===== config.mk =====
export PLATFORM = sky130hd
export DESIGN_NAME = sqrt_fp_iter
export DESIGN_NICKNAME = d
export VERILOG_FILES = /design/src/rtl/sqrt_fp_iter_pkg.sv /design/src/rtl/sqrt_fp_iter_step.sv /design/src/rtl/sqrt_fp_iter.sv
export SDC_FILE = /design/constraint.sdc
export NUM_CORES = 1
export LEC_CHECK = 0
export ABC_AREA = 1
export CORE_MARGIN = 2
export CORE_UTILIZATION = 40
export CTS_BUF_LIST = sky130_fd_sc_hd__clkbuf_2 sky130_fd_sc_hd__clkbuf_4 sky130_fd_sc_hd__clkbuf_8
export CTS_CLUSTER_SIZE = 12
export DETAILED_ROUTE_END_ITERATION = 8
export PLACE_DENSITY_LB_ADDON = 0.15
export SLEW_MARGIN = 20
export SYNTH_ARGS = -nofsm -noshare
export SYNTH_HDL_FRONTEND = slang
export SYNTH_SLANG_ARGS = --single-unit

===== constraint.sdc =====
create_clock -name clk_i -period 3.1 [get_ports clk_i]
set_clock_uncertainty 0.2 [all_clocks]
set_input_delay 0.62 -clock clk_i [delete_from_list [all_inputs] [get_ports clk_i]]
set_output_delay 0.62 -clock clk_i [all_outputs]
set_load 0.005 [all_outputs]

===== src/rtl/sqrt_fp_iter_pkg.sv =====
// Package pa_SqrtIter: shared types and helpers for the iterative FP square root.
//   dual_rail_t   : packed {data_0, data_1} rail pair (00 = spacer)
//   state_e       : controller states
//   sqrt_flags_t  : {invalid, inexact}
//   to_dual_rail  : encode one bit onto a rail pair
//   canon_nan     : canonical quiet NaN pattern for a given EW/FW
package pa_SqrtIter;

  typedef struct packed {
    logic data_0;
    logic data_1;
  } dual_rail_t;

  typedef enum logic [1:0] {
    IDLE,
    CALC,
    ROUND,
    DONE
  } state_e;

  typedef struct packed {
    logic invalid;
    logic inexact;
  } sqrt_flags_t;

  function automatic dual_rail_t to_dual_rail(input logic b);
    dual_rail_t r;
    r.data_0 = ~b;
    r.data_1 = b;
    return r;
  endfunction

  // Sign 0, exponent all ones, fraction MSB only; callers truncate to EW+FW+1.
  function automatic logic [63:0] canon_nan(input int unsigned ew, input int unsigned fw);
    logic [63:0] r;
    r = ((64'd1 << ew) - 64'd1) << fw;
    r = r | (64'd1 << (fw - 1));
    return r;
  endfunction

endpackage


===== src/rtl/sqrt_fp_iter_step.sv =====
// sqrt_iter_step: one combinational iteration of the restoring square root.
//   i_rem  : partial remainder
//   i_root : root bits produced so far
//   i_pair : next two radicand bits (MSB first)
//   o_rem  : remainder after this iteration
//   o_bit  : root bit produced by this iteration
module sqrt_iter_step #(
  parameter int unsigned N = 25
) (
  input  logic [N:0]   i_rem,
  input  logic [N-1:0] i_root,
  input  logic [1:0]   i_pair,
  output logic [N:0]   o_rem,
  output logic         o_bit
);

  logic [N+2:0] w_a;
  logic [N+2:0] w_b;
  logic [N+2:0] w_diff;
  logic         w_ge;

  assign w_a    = {i_rem, i_pair};
  assign w_b    = {1'b0, i_root, 2'b01};
  assign w_diff = w_a - w_b;
  assign w_ge   = (w_a >= w_b);

  // The remainder never exceeds twice the root, so the top two bits of both
  // the trial and the restored value are always zero.
  assign o_bit = w_ge;
  assign o_rem = w_ge ? w_diff[N:0] : w_a[N:0];

  logic w_unused;
  assign w_unused = ^{w_diff[N+2:N+1], w_a[N+2:N+1]};

endmodule


===== src/rtl/sqrt_fp_iter.sv =====
// sqrt_fp_iter: clocked IEEE-754 square root, one root bit per cycle.
// Optional macro SQRT_DUAL_RAIL_OUT_EN adds out_dr_o (dual-rail copy of the result).
//   clk_i, rst_ni              : clock, synchronous active-low reset
//   in_valid_i / in_ready_o    : operand handshake, in_operand_i = {sign, exp, frac}
//   out_valid_o / out_ready_i  : result handshake, out_result_o = {sign, exp, frac}
//   out_flags_o                : {invalid, inexact}
//   busy_o                     : controller not idle
//   out_dr_o                   : (macro only) dual-rail result, spacer when not valid
module sqrt_fp_iter
  import pa_SqrtIter::*;
#(
  parameter int unsigned EW = 8,
  parameter int unsigned FW = 23
) (
  input  logic               clk_i,
  input  logic               rst_ni,
  input  logic               in_valid_i,
  output logic               in_ready_o,
  input  logic [EW+FW:0]     in_operand_i,
  output logic               out_valid_o,
  input  logic               out_ready_i,
  output logic [EW+FW:0]     out_result_o,
  output logic [1:0]         out_flags_o,
  output logic               busy_o
`ifdef SQRT_DUAL_RAIL_OUT_EN
  ,
  output dual_rail_t [EW+FW:0] out_dr_o
`endif
);

  localparam int unsigned W    = EW + FW + 1;
  localparam int unsigned BIAS = 2**(EW-1) - 1;
  localparam int unsigned N    = FW + 2;
  localparam int unsigned CW   = $clog2(N + 1);
  localparam logic [W-1:0] QNAN = W'(canon_nan(EW, FW));

  state_e          r_state, w_next;
  logic [CW-1:0]   r_cnt;
  logic [2*N-1:0]  r_rad;
  logic [N:0]      r_rem;
  logic [N-1:0]    r_root;
  logic [EW:0]     r_exp;
  logic [W-1:0]    r_result;
  sqrt_flags_t     r_flags;

  // Operand decode
  logic            w_sign, w_exp_zero, w_exp_ones, w_frac_zero, w_special;
  logic [EW-1:0]   w_exp;
  logic [FW-1:0]   w_frac;
  logic [N-1:0]    w_m, w_m_sh;
  logic [EW:0]     w_exp_sum, w_res_exp;

  assign w_sign      = in_operand_i[W-1];
  assign w_exp       = in_operand_i[W-2:FW];
  assign w_frac      = in_operand_i[FW-1:0];
  assign w_exp_zero  = (w_exp == '0);
  assign w_exp_ones  = (w_exp == '1);
  assign w_frac_zero = (w_frac == '0);
  assign w_special   = w_exp_zero | w_exp_ones | w_sign;

  // Even biased exponent means an odd unbiased one: pre-scale the radicand by 2.
  assign w_m       = {2'b01, w_frac};
  assign w_m_sh    = w_exp[0] ? w_m : (w_m << 1);
  assign w_exp_sum = {1'b0, w_exp} + (EW+1)'(BIAS);
  assign w_res_exp = w_exp_sum >> 1;

  logic [W-1:0]    w_spec_res;
  sqrt_flags_t     w_spec_flags;

  always_comb begin
    w_spec_res   = QNAN;
    w_spec_flags = '0;
    if (w_exp_ones && !w_frac_zero) begin
      w_spec_res = QNAN;
    end else if (w_exp_zero) begin
      w_spec_res = {w_sign, {(W-1){1'b0}}};
    end else if (w_sign) begin
      w_spec_flags.invalid = 1'b1;
    end else begin
      w_spec_res = in_operand_i;
    end
  end

  // Iteration
  logic [N:0] w_rem_nxt;
  logic       w_bit;

  sqrt_iter_step #(.N(N)) u_step (
    .i_rem  (r_rem),
    .i_root (r_root),
    .i_pair (r_rad[2*N-1 -: 2]),
    .o_rem  (w_rem_nxt),
    .o_bit  (w_bit)
  );

  // Rounding: the fraction carry flows straight into the exponent.
  logic [FW+1:0] w_sum;
  logic [EW:0]   w_fin_exp;
  logic [W-1:0]  w_round_res;
  sqrt_flags_t   w_round_flags;

  assign w_sum       = {1'b0, r_root[N-1:1]} + (FW+2)'(r_root[0]);
  assign w_fin_exp   = r_exp + (EW+1)'(w_sum[FW+1]);
  assign w_round_res = {1'b0, w_fin_exp[EW-1:0], w_sum[FW-1:0]};
  always_comb begin
    w_round_flags         = '0;
    w_round_flags.inexact = r_root[0] | (|r_rem);
  end

  logic w_unused;
  assign w_unused = ^{w_sum[FW], w_fin_exp[EW]};

  logic          w_load, w_release;
  logic [W-1:0]  w_load_val;
  sqrt_flags_t   w_load_flags;

  assign w_load       = ((r_state == IDLE) && in_valid_i && w_special) || (r_state == ROUND);
  assign w_release    = (r_state == DONE) && out_ready_i;
  assign w_load_val   = (r_state == ROUND) ? w_round_res : w_spec_res;
  assign w_load_flags = (r_state == ROUND) ? w_round_flags : w_spec_flags;

  // Controller
  always_ff @(posedge clk_i) begin
    if (!rst_ni) r_state <= IDLE;
    else         r_state <= w_next;
  end

  always_comb begin
    w_next = r_state;
    case (r_state)
      IDLE:    if (in_valid_i) w_next = w_special ? DONE : CALC;
      CALC:    if (r_cnt == CW'(N - 1)) w_next = ROUND;
      ROUND:   w_next = DONE;
      DONE:    if (out_ready_i) w_next = IDLE;
      default: w_next = IDLE;
    endcase
  end

  // Datapath
  always_ff @(posedge clk_i) begin
    if (!rst_ni) begin
      r_cnt  <= '0;
      r_rad  <= '0;
      r_rem  <= '0;
      r_root <= '0;
      r_exp  <= '0;
    end else begin
      case (r_state)
        IDLE: if (in_valid_i) begin
          r_cnt  <= '0;
          r_rem  <= '0;
          r_root <= '0;
          r_rad  <= {w_m_sh, {N{1'b0}}};
          r_exp  <= w_res_exp;
        end
        CALC: begin
          r_rem  <= w_rem_nxt;
          r_root <= {r_root[N-2:0], w_bit};
          r_rad  <= r_rad << 2;
          r_cnt  <= r_cnt + 1'b1;
        end
        ROUND:   r_cnt <= '0;
        default: ;
      endcase
    end
  end

  always_ff @(posedge clk_i) begin
    if (!rst_ni) begin
      r_result <= '0;
      r_flags  <= '0;
    end else if (w_load) begin
      r_result <= w_load_val;
      r_flags  <= w_load_flags;
    end
  end

  assign in_ready_o   = (r_state == IDLE);
  assign out_valid_o  = (r_state == DONE);
  assign busy_o       = (r_state != IDLE);
  assign out_result_o = r_result;
  assign out_flags_o  = r_flags;

`ifdef SQRT_DUAL_RAIL_OUT_EN
  dual_rail_t [W-1:0] w_dr_load;
  dual_rail_t [W-1:0] r_dr;

  always_comb begin
    w_dr_load = '0;
    for (int unsigned i = 0; i < W; i++) w_dr_load[i] = to_dual_rail(w_load_val[i]);
  end

  // Loaded together with the result and cleared on release, so the rails sit
  // at spacer whenever out_valid_o is low, including throughout reset.
  always_ff @(posedge clk_i) begin
    if (!rst_ni)        r_dr <= '0;
    else if (w_load)    r_dr <= w_dr_load;
    else if (w_release) r_dr <= '0;
  end

  assign out_dr_o = r_dr;
`endif

endmodule

==> flow_metrics.py, run 1 <==
metrics = {
    "worst_setup_path": {
        "cp.arrival_ps": 3230,
        "r2r_cells": 19,
        "cp-startpoint": "r_root[0]$_SDFFE_PN0P_",
        "cp_cell_sequence": "ha_4 > ha_4 > nand2_4 > nor2_4 > nand2_2 > nor2_4 > nand2_2 > nor3_2 > nand4_1 > nor2_1 > nand4_1 > nor2_4 > ha_4 > ha_4 > nand3_4 > nor3_4 > xor2_1 > o211ai_1 > a21oi_1",
        "critPathMaxFanout": 2,
        "start_kind": "flip-flop",
        "critPathSlowestCell": "dfxtp_2",
        "path_class": "flip-flop to flip-flop",
        "regToRegStartpoint": "r_root[0]$_SDFFE_PN0P_",
        "reg2reg_to": "out_result_o[29]$_SDFFE_PN0P_",
        "crit_required_ps": 3300,
        "critPathMaxStageDelay_ps": 360,
        "critPathMostFrequentCell": "ha_4",
        "cp-end-kind": "flip-flop",
        "reg2reg_slack_ps": 60,
        "crit_end": "out_result_o[29]$_SDFFE_PN0P_",
    },
    "worst_hold_path": {
        "hold_path_depth": 2,
        "worstHoldStart": "out_result_o[10]$_SDFFE_PN0P_",
        "min_path_type": "flip-flop to flip-flop",
    },
    "cts": {
        "cts_sinks": 125,
        "clockBufferDepth": 2,
        "clk_latency_ps": 460,
        "clk_pin_slew_worst_paths_ps": 90,
        "cts-hold-fix-buffers": 0,
        "cts-root-buf": "clkbuf_8",
        "cts_tree": "done",
        "cts-htree-levels": 4,
        "numCtsBuffers": 17,
    },
    "sta": {
        "slew_headroom_pct": 59.2,
        "max_freq_ghz": 0.329,
        "rsz0062_at_grt": "true",
        "finalHoldViolations": 0,
        "worst_slew_pin_slew_ps": 612,
        "fin_crit_sh_pct": 98.0,
        "slew_viol_final": 0,
        "fin_crit_ps": 3040,
        "setup_violations": 0,
    },
    "routing": {
        "first_pass_iters": 7,
        "wirelength_um": 25800,
        "via_count": 8523,
        "remaining_drc_errors": 0,
        "drtIter0Drc": 648,
        "ant_nets": 0,
        "vias_per_cell": 5.09,
        "wl_per_cell_um": 15.4,
    },
    "power": {
        "leakage_nw": 4.37,
        "ir_worst_vdd_mv": 0.530,
        "p_per_area_nw_per_um2": 794,
        "finalPower_mw": 8.15,
    },
    "place": {
        "dpl_cell_area_um2": 9710,
        "placed_cells": 1642,
        "io_buffers": 72,
        "dp_hpwl_um": 19200,
        "gp_congestion": 0.892,
    },
    "finish": {
        "area_growth_pct": 20.3,
        "finalCoreUtilization_pct": 49.0,
        "stdcell_area_um2": 10300,
        "nNetsFinal": 1464,
        "diodes": 0,
        "drive_gt1_share_pct": 14.1,
        "instances_no_fill": 1675,
    },
    "synth": {
        "netlist_top_cells_area": "dfxtp_1 29%, nand2_1 15%, a21oi_1 8.2%",
        "syn_nets": 1384,
        "synth_common_cells": "349 x nand2_1, 161 x inv_1, 139 x a21oi_1",
        "ys.flop_type": "dfxtp_1",
        "synth_edf_count": 0,
        "ys_warn_count": 0,
        "synth_top_area_share_pct": 29.3,
        "yosysMostFrequentCell": "nand2_1",
        "synth_area_um2": 8530,
        "syn_inst": 1307,
        "synth.distinct_cells": 47,
        "synth-async-reset-ratio_pct": 0,
        "yosysSeqAreaShare_pct": 29.3,
        "syn_area_per_cell_um2": 6.53,
        "synth_seq_cells": 125,
        "yosysTopAreaCell": "dfxtp_1",
    },
    "floorplan": {
        "num_rows": 53,
        "die-height_um": 150,
        "die_area_um2": 22500,
        "core_area_um2": 21000,
        "die-width_um": 150,
        "pin_count": 73,
        "initial_core_util_pct": 40.7,
    },
    "flow_run": {
        "maxCapViolations": 0,
    },
    "global_routing": {
        "grt_max_degree": 54,
        "antenna_found_initial": 0,
        "grt_usage_pct": 23.2,
        "grt_pass1_wl_um": 41300,
        "overflow": 0,
        "grt_pass1_vias": 7823,
    },
    "status": {
        "status": "completed",
    },
}
critical path: cells and delay by family (launching register included):
| family | cells | cell delay [ps] |
|---|---|---|
| xor+xnor | 1 | 160 |
| compound gates | 2 | 250 |
| fa+ha+maj | 4 | 630 |
| flops | 1 | 360 |
| simple gates | 12 | 1370 |
power breakdown:
part / switching [mW] / total [mW] / internal, mW / leakage, nW
Sequential: 0.197 / 2.08 / 1.89 / 1.02
Clock: 0.744 / 1.55 / 0.807 / 0.211
Combinational: 2.92 / 4.52 / 1.60 / 3.14
Total: 3.86 / 8.15 / 4.29 / 4.37
worst min-delay path by stage:
stage	to
6_report	out_result_o[10]$_SDFFE_PN0P_
5_1_grt	out_result_o[9]$_SDFFE_PN0P_
4_1_cts	out_result_o[10]$_SDFFE_PN0P_
3_5_place_dp	out_result_o[10]$_SDFFE_PN0P_
3_3_place_gp	out_result_o[9]$_SDFFE_PN0P_
2_1_floorplan	r_root[24]$_SDFFE_PN0P_
layout by cell type (no fill, tap or decap), types with 20 or more instances in the layout:
cell type,instances
o21ai_0,62
inv_1,159
nand4_1,40
clkdlybuf4s50_1,72
nand2_1,345
ha_1,37
nor2_1,70
nand3_1,59
dfxtp_1,123
a21oi_1,139
nand2_2,28
a22oi_1,20
buf_4,39
routing by layer:
metal / track usage [%] / share of wire (%) / vias to the layer above
met5: 0 / 0 / -
met4: 5.05 / 1.3 / 0
met3: 3.14 / 3.8 / 28
met2: 37.0 / 45 / 173
met1: 33.2 / 50 / 3876
li1: - / - / 4446
cell families (layout without fill, tap and decap cells):
family	count (synthesis)	after routing	share of synthesized area, %
AO/OA/AOI/OAI	272	272	18.2
AND/OR/NAND/NOR	620	620	33.6
adder cells (fa/ha/maj)	41	41	6.01
XOR/XNOR	20	20	2.05
buffers and inverters	229	322	10.7
flip-flops	125	125	29.3
registers in the layout, summed over array words and instances (netlist names):
name and cells:
r_rad 25, out_result_o 32, r_exp 8, r_rem 26, out_flags_o 2, r_cnt 5
r_state 2, r_root 25
per-stage QoR:
step | TNS [ps] | hold WS [ps] | worst slack (ps)
3_3_place_gp | 0 | 248 | 56.2
6_report | 0 | 262 | 63.3
3_5_place_dp | -72.2 | 253 | -63.5
4_1_cts | 0 | 265 | 9.01
5_1_grt | -465 | 285 | -203
2_1_floorplan | 0 | 240 | 231
layout make-up:
cell class                      count  area, µm²
Clock buffer                       17        234
Clock inverter                     15        186
Fill cell                        2230      10700
Inverter                          175        657
Multi-Input combinational cell    953       5250
Sequential cell                   125       2500
Tap cell                          275        344
Timing Repair Buffer              115       1090
timing repair:
action	4_1_cts	5_1_grt
resized for setup	2	27
cloned	0	0
buffers inserted	0	1
pin swaps	0	10
setup endpoints to repair	2	6
Power figures use the tool's default switching activity.
==> run 2: changes to the inputs <==
Settings changed: CORE_MARGIN 2 to not set.
==> run 2 against run 1 <==
Worst setup slack improved by 58 ps. Critical path depth is 2 higher. Via count increased by 1.4%. Non-clock buffer count unchanged. Total power shrank 1.7%. Sequential share of layout area increased by 0.072 points. Combinational power shrank 1%. Utilization is 0.14 points lower.
==> flow_metrics.py, run 2 (synthesized netlist as in run 1, its figures left out) <==
metrics = {
    "global_routing": {
        "grt_pass1_vias": 7893,
        "busiest_layer": "met2",
        "gr-usage-met1_pct": 33.8,
        "grt_max_degree": 52,
        "grt_pass1_wl_um": 41600,
        "grt.met2_usage_pct": 37.6,
        "overflow": 0,
        "antenna_found_initial": 0,
        "grt_usage_pct": 24.0,
        "grtUsageMet3_pct": 3.33,
    },
    "power": {
        "swShare_pct": 47.6,
        "p_per_area_nw_per_um2": 782,
        "clock_power_share_pct": 18.2,
        "intPower_mw": 4.19,
        "ir_worst_vdd_mv": 0.390,
        "p_switching_mw": 3.81,
        "power_frac_comb_pct": 55.8,
        "leakage_nw": 4.33,
        "p_seq_share_pct": 26.0,
    },
    "place": {
        "gp_congestion": 0.945,
        "dpl_cell_area_um2": 9710,
        "dp_hpwl_um": 19300,
        "io_buffers": 72,
    },
    "cts": {
        "clk_latency_ps": 450,
        "cts-root-buf": "clkbuf_8",
        "numCtsBuffers": 17,
        "cts-htree-levels": 4,
        "cts_sinks": 125,
        "cts-hold-fix-buffers": 0,
        "clk_pin_slew_worst_paths_ps": 80,
        "cts_tree": "done",
        "clockBufferDepth": 2,
    },
    "finish": {
        "final_common_cell": "nand2_1",
        "nFillCells": 2197,
        "diodes": 0,
        "drive_gt1_share_pct": 14.1,
        "area_growth_pct": 20.0,
        "largest_reg_flops": 32,
        "final_cell_mix": "345 x nand2_1, 159 x inv_1, 139 x a21oi_1",
        "stdcell_area_um2": 10200,
        "nNetsFinal": 1464,
    },
    "worst_setup_path": {
        "crit_required_ps": 3250,
        "reg2reg_slack_ps": 120,
        "regToRegStartpoint": "r_root[0]$_SDFFE_PN0P_",
        "cp.arrival_ps": 3130,
        "cp-end-kind": "flip-flop",
        "path_class": "flip-flop to flip-flop",
        "reg2reg_to": "out_result_o[30]$_SDFFE_PN0P_",
        "start_kind": "flip-flop",
        "critPathMaxFanout": 3,
        "r2r_cells": 21,
        "cp-startpoint": "r_root[0]$_SDFFE_PN0P_",
    },
    "status": {
        "status": "completed",
    },
    "worst_hold_path": {
        "hold_path_depth": 2,
        "worstHoldStart": "r_root[24]$_SDFFE_PN0P_",
        "worstHoldEndpoint": "r_root[24]$_SDFFE_PN0P_",
        "min_path_type": "flip-flop to flip-flop",
    },
    "routing": {
        "wl_per_cell_um": 15.2,
        "ant_nets": 0,
        "vias_per_cell": 5.16,
        "remaining_drc_errors": 0,
        "drtIter0Drc": 596,
        "via_count": 8639,
        "first_pass_iters": 5,
        "wirelength_um": 25500,
    },
    "sta": {
        "hold_slack_ps": 263,
        "fin_crit_ps": 2980,
        "slew_viol_final": 0,
        "max_freq_ghz": 0.336,
        "fin_crit_sh_pct": 96.1,
        "rsz0062_at_grt": "true",
        "setup_violations": 0,
        "slew_headroom_pct": 54.7,
        "finalHoldViolations": 0,
        "worst_slew_pin_slew_ps": 677,
    },
    "floorplan": {
        "die_area_um2": 21900,
        "die-height_um": 148,
        "num_rows": 53,
        "core_area_um2": 21000,
        "pin_count": 73,
        "initial_core_util_pct": 40.7,
        "die-width_um": 148,
    },
    "flow_run": {
        "maxCapViolations": 0,
    },
}
## run 2: worst max-delay path by stage
| stage | to | cells after the start |
|---|---|---|
| floorplan | out_result_o[29]$_SDFFE_PN0P_ | 19 |
| global placement | out_result_o[30]$_SDFFE_PN0P_ | 21 |
| detailed placement | out_result_o[30]$_SDFFE_PN0P_ | 21 |
| CTS | out_result_o[30]$_SDFFE_PN0P_ | 21 |
| global route | out_result_o[30]$_SDFFE_PN0P_ | 21 |
| finish | out_result_o[30]$_SDFFE_PN0P_ | 21 |
## run 2: power groups by stage
stage | sequential, mW | clock (mW) | combinational [mW]
after floorplan | 2.06 | 0 | 3.21
after CTS | 2.07 | 1.49 | 4.46
after detailed placement | 2.10 | 0 | 4.43
final | 2.08 | 1.46 | 4.47
after global routing | 2.12 | 1.56 | 4.98
after global placement | 2.09 | 0 | 4.41
## run 2: area by class of cell
cell class                 instances  area, µm²  share of cell area [%]
sequential                       125       2500                    24.5
multi-input combinational        953       5230                    51.1
tap                              275        344                    3.36
clock inverter                    15        163                    1.59
timing repair buffer             115       1110                    10.8
clock buffer                      17        234                    2.29
inverter                         175        657                    6.42
## run 2: worst max-delay path, stage by stage (launching register included)
cell,delay [ps]
dfxtp_2,370
ha_4,150
ha_4,130
nand2_2,80
nor2_4,110
nand2_2,80
nor2_4,100
nand2_2,70
nor3_2,150
nand4_1,110
nor2_1,90
nand4_1,110
nor2_2,180
ha_4,190
nand3_4,90
nor2_4,110
nand2_2,80
o21ai_2,120
nand2_1,60
a2bb2oi_1,140
nor2_1,120
nor2_1,50
## run 2: what timing repair did
| action | 4_1_cts | 5_1_grt |
|---|---|---|
| resized for setup | 16 | 10 |
| hold endpoints to repair | 0 | 0 |
| endpoints found under the setup margin | 2 | 5 |
| buffers inserted | 2 | 1 |
| pin swaps | 8 | 9 |
| gates cloned | 0 | 0 |
## run 2: stage by stage
| stage | power, mW | worst slack, ps | util (%) | instances | setup TNS, ps |
|---|---|---|---|---|---|
| floorplan | 5.27 | 231 | - | 1307 | 0 |
| global placement | 6.51 | 28.6 | 46.3 | 1640 | 0 |
| detailed placement | 6.53 | -111 | 46.3 | 1640 | -220 |
| CTS | 8.02 | 5.34 | 48.5 | 1674 | 0 |
| global route | 8.66 | -31.2 | 48.8 | 1675 | -51.5 |
| finish | 8.01 | 121 | 48.8 | 1675 | 0 |
## run 2: layer usage
layer | part of all wire (%) | vias to the layer above
li1 | - | 4457
met1 | 49 | 3957
met2 | 45 | 185
met3 | 3.9 | 40
met4 | 2.1 | 0
met5 | 0 | -
